### src/rtl/cp0_exc_pkg.sv
// Shared CP0 definitions: exception codes, register numbers, vector and field positions.
// Used by cp0_exc and exc_prio.
package cp0_exc_pkg;

  typedef enum logic [4:0] {
    ExcInt  = 5'h00,
    ExcAdel = 5'h04,
    ExcAdes = 5'h05,
    ExcSys  = 5'h08,
    ExcBp   = 5'h09,
    ExcRi   = 5'h0a,
    ExcOv   = 5'h0c
  } exc_code_e;

  localparam logic [4:0] RegBadVAddr = 5'd8;
  localparam logic [4:0] RegCount    = 5'd9;
  localparam logic [4:0] RegCompare  = 5'd11;
  localparam logic [4:0] RegStatus   = 5'd12;
  localparam logic [4:0] RegCause    = 5'd13;
  localparam logic [4:0] RegEpc      = 5'd14;

  localparam logic [31:0] ExcVector = 32'hBFC0_0380;

  localparam int unsigned StatusIe   = 0;
  localparam int unsigned StatusExl  = 1;
  localparam int unsigned StatusImLo = 8;
  localparam int unsigned StatusImHi = 15;
  localparam int unsigned StatusBev  = 22;

  localparam int unsigned CauseCodeLo = 2;
  localparam int unsigned CauseCodeHi = 6;
  localparam int unsigned CauseSwLo   = 8;
  localparam int unsigned CauseSwHi   = 9;
  localparam int unsigned CauseHwLo   = 10;
  localparam int unsigned CauseHwHi   = 15;
  localparam int unsigned CauseBd     = 31;

  // Restart address: a delay-slot instruction restarts at its branch.
  function automatic logic [31:0] epc_of(input logic [31:0] pc, input logic bd);
    return bd ? (pc - 32'd4) : pc;
  endfunction

endpackage

### src/rtl/exc_prio.sv
// Fixed-priority exception encoder for the MEM-stage instruction; purely combinational.
module exc_prio
  import cp0_exc_pkg::*;
(
  input  logic      valid,
  input  logic      int_pend,
  input  logic      adel_inst,
  input  logic      reserve,
  input  logic      syscall,
  input  logic      brk,
  input  logic      ov,
  input  logic      adel_data,
  input  logic      ades,
  output logic      exc_valid,
  output exc_code_e exc_code
);

  always_comb begin
    exc_valid = 1'b0;
    exc_code  = ExcInt;
    if (valid) begin
      exc_valid = 1'b1;
      if (int_pend)       exc_code = ExcInt;
      else if (adel_inst) exc_code = ExcAdel;
      else if (reserve)   exc_code = ExcRi;
      else if (syscall)   exc_code = ExcSys;
      else if (brk)       exc_code = ExcBp;
      else if (ov)        exc_code = ExcOv;
      else if (adel_data) exc_code = ExcAdel;
      else if (ades)      exc_code = ExcAdes;
      else                exc_valid = 1'b0;
    end
  end

endmodule

### src/rtl/cp0_exc.sv
// CP0 exception/interrupt unit: BadVAddr, Count, Compare, Status, Cause, EPC.
// Define CP0_TIMER_INT_EN to enable the Count/Compare timer interrupt.
module cp0_exc
  import cp0_exc_pkg::*;
(
  input  logic        clk,
  input  logic        rst,
  input  logic        syscallM,
  input  logic        breakM,
  input  logic        reserveM,
  input  logic        eretM,
  input  logic        adel_instM,
  input  logic        adel_dataM,
  input  logic        adesM,
  input  logic        ovM,
  input  logic [5:0]  int_i,
  input  logic [31:0] pcM,
  input  logic        bdM,
  input  logic [31:0] badaddrM,
  input  logic        validM,
  input  logic        we_i,
  input  logic [4:0]  waddr_i,
  input  logic [4:0]  raddr_i,
  input  logic [31:0] wdata_i,
  output logic [31:0] rdata_o,
  output logic [31:0] epc_o,
  output logic [31:0] status_o,
  output logic [31:0] cause_o,
  output logic        flush_o,
  output logic [31:0] newpc_o,
  output logic        timer_int_o
);

  logic [7:0]  status_im_q;
  logic        status_exl_q;
  logic        status_ie_q;
  logic        cause_bd_q;
  logic [5:0]  cause_ip_hw_q;
  logic [1:0]  cause_ip_sw_q;
  logic [4:0]  cause_code_q;
  logic [31:0] epc_q;
  logic [31:0] badvaddr_q;
  logic [31:0] count_q;
  logic [31:0] compare_q;

  logic      int_pend;
  logic      exc_valid;
  exc_code_e exc_code;
  logic      eret_take;
  logic      wr_en;
  logic      timer_pend;

  assign int_pend = status_ie_q & ~status_exl_q & validM &
                    (|({cause_ip_hw_q, cause_ip_sw_q} & status_im_q));

  exc_prio u_exc_prio (
    .valid     (validM),
    .int_pend  (int_pend),
    .adel_inst (adel_instM),
    .reserve   (reserveM),
    .syscall   (syscallM),
    .brk       (breakM),
    .ov        (ovM),
    .adel_data (adel_dataM),
    .ades      (adesM),
    .exc_valid (exc_valid),
    .exc_code  (exc_code)
  );

  assign eret_take = validM & eretM & ~exc_valid;
  // A redirecting instruction squashes any mtc0 issued alongside it.
  assign wr_en     = we_i & ~exc_valid & ~eret_take;
  assign flush_o   = ~rst & (exc_valid | eret_take);
  assign newpc_o   = exc_valid ? ExcVector : epc_q;

  always_ff @(posedge clk) begin
    if (rst) begin
      status_im_q   <= '0;
      status_exl_q  <= 1'b0;
      status_ie_q   <= 1'b0;
      cause_bd_q    <= 1'b0;
      cause_ip_hw_q <= '0;
      cause_ip_sw_q <= '0;
      cause_code_q  <= '0;
      epc_q         <= '0;
      badvaddr_q    <= '0;
      compare_q     <= '0;
    end else begin
      cause_ip_hw_q <= {int_i[5] | timer_pend, int_i[4:0]};
      if (exc_valid) begin
        status_exl_q <= 1'b1;
        cause_code_q <= exc_code;
        // Nested exceptions keep the original restart point.
        if (!status_exl_q) begin
          cause_bd_q <= bdM;
          epc_q      <= epc_of(pcM, bdM);
        end
        if (exc_code == ExcAdel && adel_instM) begin
          badvaddr_q <= pcM;
        end else if (exc_code == ExcAdel || exc_code == ExcAdes) begin
          badvaddr_q <= badaddrM;
        end
      end else if (eret_take) begin
        status_exl_q <= 1'b0;
      end else if (wr_en) begin
        case (waddr_i)
          RegStatus: begin
            status_im_q  <= wdata_i[StatusImHi:StatusImLo];
            status_exl_q <= wdata_i[StatusExl];
            status_ie_q  <= wdata_i[StatusIe];
          end
          RegCause:   cause_ip_sw_q <= wdata_i[CauseSwHi:CauseSwLo];
          RegEpc:     epc_q         <= wdata_i;
          RegCompare: compare_q     <= wdata_i;
          default: ;
        endcase
      end
    end
  end

`ifdef CP0_TIMER_INT_EN
  logic count_tog_q;
  logic timer_q;

  always_ff @(posedge clk) begin
    if (rst) begin
      count_q     <= '0;
      count_tog_q <= 1'b0;
      timer_q     <= 1'b0;
    end else begin
      count_tog_q <= ~count_tog_q;
      if (wr_en && waddr_i == RegCount) begin
        count_q <= wdata_i;
      end else if (count_tog_q) begin
        count_q <= count_q + 32'd1;
      end
      if (wr_en && waddr_i == RegCompare) begin
        timer_q <= 1'b0;
      end else if (count_q == compare_q && compare_q != '0) begin
        timer_q <= 1'b1;
      end
    end
  end

  assign timer_pend = timer_q;
`else
  always_ff @(posedge clk) begin
    if (rst) begin
      count_q <= '0;
    end else if (wr_en && waddr_i == RegCount) begin
      count_q <= wdata_i;
    end
  end

  assign timer_pend = 1'b0;
`endif

  assign timer_int_o = timer_pend;

  always_comb begin
    status_o = '0;
    status_o[StatusBev]             = 1'b1;
    status_o[StatusImHi:StatusImLo] = status_im_q;
    status_o[StatusExl]             = status_exl_q;
    status_o[StatusIe]              = status_ie_q;
  end

  always_comb begin
    cause_o = '0;
    cause_o[CauseBd]                 = cause_bd_q;
    cause_o[CauseHwHi:CauseHwLo]     = cause_ip_hw_q;
    cause_o[CauseSwHi:CauseSwLo]     = cause_ip_sw_q;
    cause_o[CauseCodeHi:CauseCodeLo] = cause_code_q;
  end

  assign epc_o = epc_q;

  always_comb begin
    rdata_o = '0;
    case (raddr_i)
      RegBadVAddr: rdata_o = badvaddr_q;
      RegCount:    rdata_o = count_q;
      RegCompare:  rdata_o = compare_q;
      RegStatus:   rdata_o = status_o;
      RegCause:    rdata_o = cause_o;
      RegEpc:      rdata_o = epc_q;
      default:     rdata_o = '0;
    endcase
  end

endmodule

### config.mk
export PLATFORM = sky130hd
export DESIGN_NAME = cp0_exc
export DESIGN_NICKNAME = d
export VERILOG_FILES = /design/src/rtl/cp0_exc_pkg.sv /design/src/rtl/exc_prio.sv /design/src/rtl/cp0_exc.sv
export SDC_FILE = /design/constraint.sdc
export NUM_CORES = 1
export LEC_CHECK = 0
export CORE_MARGIN = 2
export CORE_UTILIZATION = 49
export DETAILED_ROUTE_END_ITERATION = 7
export GPL_TIMING_DRIVEN = 0
export PLACE_DENSITY = 0.86
export SLEW_MARGIN = 15
export SYNTH_ARGS = -nofsm -noshare
export SYNTH_HDL_FRONTEND = slang
export SYNTH_SLANG_ARGS = --single-unit
### constraint.sdc
create_clock -name clk -period 6.6 [get_ports clk]
set_input_delay 0.99 -clock clk [delete_from_list [all_inputs] [get_ports clk]]
set_output_delay 0.99 -clock clk [all_outputs]
set_load 0.02 [all_outputs]
Word-level counts from Yosys, hierarchy flattened
Cells that the tools add are included.

Add/sub/neg operators: 1. Equality and inequality tests: 15. Mux-type cells: 32. Bitwise gates (word level): 14. Reduce and logical (&&, ||, !) cells: 16.

Operators with widths (count): $mux 32 (9); $pmux 32 s6 (1); $eq 5x4->1 const B (11); $mux 5 (8); $sub 32x3->32 const B (1); $reduce_and 4->1 (4); $mux 1 (13); $eq 5x3->1 const B (2); $and 1x1->1 (8); $and 8x8->8 (1); $reduce_or 8->1 (1); $reduce_and 2->1 (3); $reduce_bool 2->1 (3); $reduce_bool 3->1 (2); $ne 2x2->1 const B (2); $not 1->1 (4); $mux 3 (1); $logic_and 1x1->1 (2); $logic_or 1x1->1 (1); $or 1x1->1 (1).

Bits in registers: 152. Input port bits: 125. Output and inout bits: 162.

Longest topological paths before layout
Depth after elaboration: 16. Mapped depth: 8. Gate-level depth less buffers: 7.

Cells and area by module
A second synthesis with hierarchy kept.

Cell total of the unflattened synthesis: 1011. Area, all modules: 8109.0 sq um.

Modules (own cells, without submodules): cp0_exc (times used 1, cells each 997, area each 8008.9 sq um); exc_prio (times used 1, cells each 14, area each 100.1 sq um).

Worst setup path before layout
Ideal clock, no wire load.

Path kind: input-to-output. From: input port adel_instM. To: output port newpc_o[14]. Arrival time: 2641 ps. Required time: 5610 ps. Setup slack: 2969 ps. Stages: 7. Path buffers: 3. Cell sequence: buf_2 or4_4 o21a_1 buf_2 nor2_4 clkbuf_1 and2_1.

Word-level cells in the longest chain between the ends: 4.

Ends and longest elaborated chain: start: declaration (RTL line cp0_exc.sv:12) `input logic adel_instM,`; $mux 1 (RTL line exc_prio.sv:24) `else if (adel_inst) exc_code = ExcAdel;`; $mux 1 (RTL line exc_prio.sv:23) `if (int_pend) exc_code = ExcInt;`; $mux 1 (RTL line exc_prio.sv:21) `if (valid) begin`; $mux 32 (RTL line cp0_exc.sv:74) `assign newpc_o = exc_valid ? ExcVector : epc_q;`; end: declaration (RTL line cp0_exc.sv:30) `output logic [31:0] newpc_o,`.

Every way passes these cells.

Worst setup path after layout
From: input port adel_dataM. To: output port newpc_o[30].

Word-level cells in the longest chain between the ends: 9.

Ends and longest elaborated chain: start: declaration (RTL line cp0_exc.sv:13) `input logic adel_dataM,`; $mux 1 (RTL line exc_prio.sv:29) `else if (adel_data) exc_code = ExcAdel;`; $mux 1 (RTL line exc_prio.sv:28) `else if (ov) exc_code = ExcOv;`; $mux 1 (RTL line exc_prio.sv:27) `else if (brk) exc_code = ExcBp;`; $mux 1 (RTL line exc_prio.sv:26) `else if (syscall) exc_code = ExcSys;`; $mux 1 (RTL line exc_prio.sv:25) `else if (reserve) exc_code = ExcRi;`; $mux 1 (RTL line exc_prio.sv:24); $mux 1 (RTL line exc_prio.sv:23); $mux 1 (RTL line exc_prio.sv:21); $mux 32 (RTL line cp0_exc.sv:74).

Every way passes these cells.

==> results.sh <==
export IMPL_end_kind="output pin"
export IMPL_status="finished clean"
export IMPL_final_hold_viol_count=0
export IMPL_synth_distinct_cells=62
export IMPL_clkTransAtPathRegs_ps=60
export IMPL_cts_setup_buffers=0
export IMPL_relSlewSlack_pct=34.40
export IMPL_htreeDepth=4
export IMPL_cts_hold_buffers_added=0
export IMPL_r2r_start="status_exl_q$_SDFFE_PP0P_"
export IMPL_vias=9143
export IMPL_regArea_um2=3023
export IMPL_holdWs_ps=455.7
export IMPL_grt_overflow_total=0
export IMPL_worstSetupStartpointType="primary input"
export IMPL_synthArstFlopShare_pct=0
export IMPL_hold_path_class="reg2reg"
export IMPL_grt_pass1_wl_um=48270
export IMPL_regToRegSetupSlack_ps=4100
export IMPL_dp_final_hpwl_um=23960
export IMPL_dieArea_um2=17710
export IMPL_grt_use_total_pct=35.56
export IMPL_fin_crit_sh_pct=80.10
export IMPL_synth_edf_count=0
export IMPL_final_setup_worst_slack_ps=1314
export IMPL_ant_nets=0
export IMPL_period_needed_ps=5286
export IMPL_drive_above_1_share_pct=9.914
export IMPL_final_cell_count_no_fill=1501
export IMPL_start_util_pct=49.77
export IMPL_clkLatencyLatePin_ps=430
export IMPL_maxCapViolations=0
export IMPL_fillers=1284
export IMPL_die_y_um=133.1
export IMPL_synth_avg_cell_area_um2=8.401
export IMPL_worstPathMaxFanout=10
export IMPL_ys_flop_type="dfxtp_1"
export IMPL_grt_max_degree=17
export IMPL_r2r_end="epc_o[14]$_SDFFE_PP0P_"
export IMPL_setup_viol=0
export IMPL_synth_warning_count=0
export IMPL_required_ps=5610
export IMPL_portBuffers=238
export IMPL_grt_pass1_vias=8656
export IMPL_drt_iter0_drc=1169
export IMPL_route_detailed_drc=0
export IMPL_cts_buffers=17
export IMPL_clockBufferDepth=2
export IMPL_arrival_ps=4300
export IMPL_synth_seq_cells=151
export IMPL_cts_root_buf="clkbuf_16"
export IMPL_cts_tree="built"
export IMPL_ys_seq_area_share_pct=37.02
export IMPL_hold_path_endpoint="count_q[28]$_SDFFE_PP0P_"
export IMPL_fmax_mhz=189.2
export IMPL_worstSetupPathType="in2out"
export IMPL_irDropWorstVdd_mv=0.1880
export IMPL_fin_skew_ps=9.267
export IMPL_coreArea_um2=16410
export IMPL_dp_slack_ps=1394
export IMPL_fin_area_um2=11650
export IMPL_cts_sinks=151
export IMPL_routedWlPerCell_um=21.77
export IMPL_tightest_slew_ps=976.5
export IMPL_syn_area_um2=8165
export IMPL_post_place_cells=1470
export IMPL_place_congestion=0.9389
export IMPL_antenna_cells=0
export IMPL_viasPerCell=6.091
export IMPL_rsz0062_at_grt="no"
export IMPL_antenna_found_initial=0
export IMPL_wirelength_um=32670
export IMPL_p_leak_uw=0.004385
export IMPL_powerDensity_nw_per_um2=219.2
export IMPL_r2r_cells=8
export IMPL_multi_input_area_um2=4559
export IMPL_synth_cells=972
export IMPL_postCtsResizedCells=0
export IMPL_ios=287
export IMPL_min_from="count_q[28]$_SDFFE_PP0P_"
export IMPL_hold_depth=2
export IMPL_dpl_cell_area_um2=10970
export IMPL_nets=1395
export IMPL_drt_pass1_iter_count=6
export IMPL_die_x_um=133.1
export IMPL_drv_slew=0
export IMPL_final_setup_tns_ps=0
export IMPL_rows=47
export IMPL_area_growth_syn_to_layout_pct=42.66
[layout by cell type (no fill, tap or decap), types with 7 or more instances in the layout]
cell             instances
and2_1                  20
o311ai_1                 7
o21ai_0                  8
or3_1                   18
nor4_1                  10
clkbuf_16               17
a222oi_1                 8
nand2_1                119
nor2_1                 112
a21oi_1                 45
xnor2_1                  8
xor2_1                  20
nand4_1                 22
buf_4                   53
a22oi_1                 68
clkdlybuf4s50_1        238
buf_2                   24
dfxtp_1                151
conb_1                  42
nor2b_1                  8
a211oi_1                32
o32ai_1                 10
nand3_1                 27
clkbuf_1                43
mux2i_1                 75
nor3_1                  10
[through the flow]
step / total power, µW / util [%]
after floorplan: 1213 / -
after global placement: 1432 / 66.88
after global routing: 2610 / 71.00
after detailed placement: 1438 / 66.88
final: 2554 / 71.00
after CTS: 2535 / 70.96
[logic make-up (layout without fill, tap and decap cells)]
family,Yosys count,in the layout,share of synthesized area [%]
compound gates,203,203,18.40
xor+xnor,28,28,3.003
fa+ha+maj,1,1,0.1532
buf+inv,130,399,9.056
flops,151,151,37.02
mux,76,76,9.332
other cells,2,42,0.09197
simple gates,381,381,22.94
[how the worst max path moves through the flow]
stage                   to        from
3_5_place_dp   newpc_o[12]  adel_dataM
3_3_place_gp   newpc_o[12]  adel_dataM
6_report       newpc_o[30]  adel_dataM
5_1_grt        newpc_o[12]      breakM
4_1_cts        newpc_o[12]  adel_dataM
2_1_floorplan  newpc_o[14]  adel_instM
[cell usage after synthesis (all sizes together) (2+ instances only)]
| cell | count | share of area [%] |
|---|---|---|
| dfxtp | 151 | 37 |
| nand2 | 119 | 5.5 |
| nor2 | 113 | 5.3 |
| buf | 83 | 6.9 |
| mux2i | 75 | 9.2 |
| a22oi | 68 | 6.3 |
| a21oi | 45 | 2.8 |
| clkbuf | 41 | 1.9 |
| a211oi | 35 | 3.4 |
| nand3 | 27 | 1.7 |
| nand4 | 22 | 1.7 |
| and2 | 20 | 1.5 |
| xor2 | 20 | 2.1 |
| or3 | 18 | 1.4 |
| nor3 | 14 | 1.3 |
| nor4 | 12 | 1.2 |
| o32ai | 10 | 1.1 |
| o311ai | 9 | 0.97 |
| a222oi | 8 | 0.98 |
| nor2b | 8 | 0.61 |
| o21ai | 8 | 0.49 |
| xnor2 | 8 | 0.86 |
| inv | 6 | 0.28 |
| nand4b | 5 | 0.54 |
| o211ai | 5 | 0.46 |
| nand2b | 4 | 0.31 |
| nand3b | 4 | 0.37 |
| o221ai | 4 | 0.43 |
| or4 | 4 | 0.41 |
| nor4b | 3 | 0.32 |
| conb | 2 | 0.092 |
| o22ai | 2 | 0.15 |
| o31a | 2 | 0.21 |
| or4b | 2 | 0.25 |
[registers in the layout, indices dropped and copies added (netlist names)]
name and count:
cause_bd_q 1, status_im_q 8, cause_code_q 4, epc_o 32, cause_ip_sw_q 2, status_ie_q 1
badvaddr_q 32, status_exl_q 1, compare_q 32, count_q 32, cause_ip_hw_q 6
[power breakdown]
| part | leakage [µW] | total (µW) | internal, µW | switching, µW |
|---|---|---|---|---|
| Combinational | 0.00282 | 453 | 204 | 249 |
| Sequential | 0.00123 | 981 | 947 | 34.9 |
| Clock | 0.000330 | 1120 | 736 | 383 |
[cell type report]
| class | count | area share, % |
|---|---|---|
| clock inverters | 9 | 1.676 |
| well taps | 220 | 2.363 |
| inverters | 6 | 0.1933 |
| multi-input cells | 731 | 39.14 |
| clock buffers | 22 | 4.071 |
| flip-flops and latches | 151 | 25.95 |
| repair buffers | 238 | 20.45 |
| plain buffers | 124 | 6.155 |
[metal layers]
layer	GRT usage, %	up-vias	wire length (µm)
met5	0	-	0
met4	20.09	0	1942
met3	10.01	156	4059
met2	57.20	751	14790
met1	42.97	4211	11880
li1	-	4025	-
[worst max-delay path, stage by stage]
cell and delay [ps]:
clkdlybuf4s50_1 440, or4_4 600, o21a_1 270, buf_2 250, nor2_4 200, clkbuf_1 630, and2_1 280, clkdlybuf4s50_1 620
(Power assumes the default switching activity.)
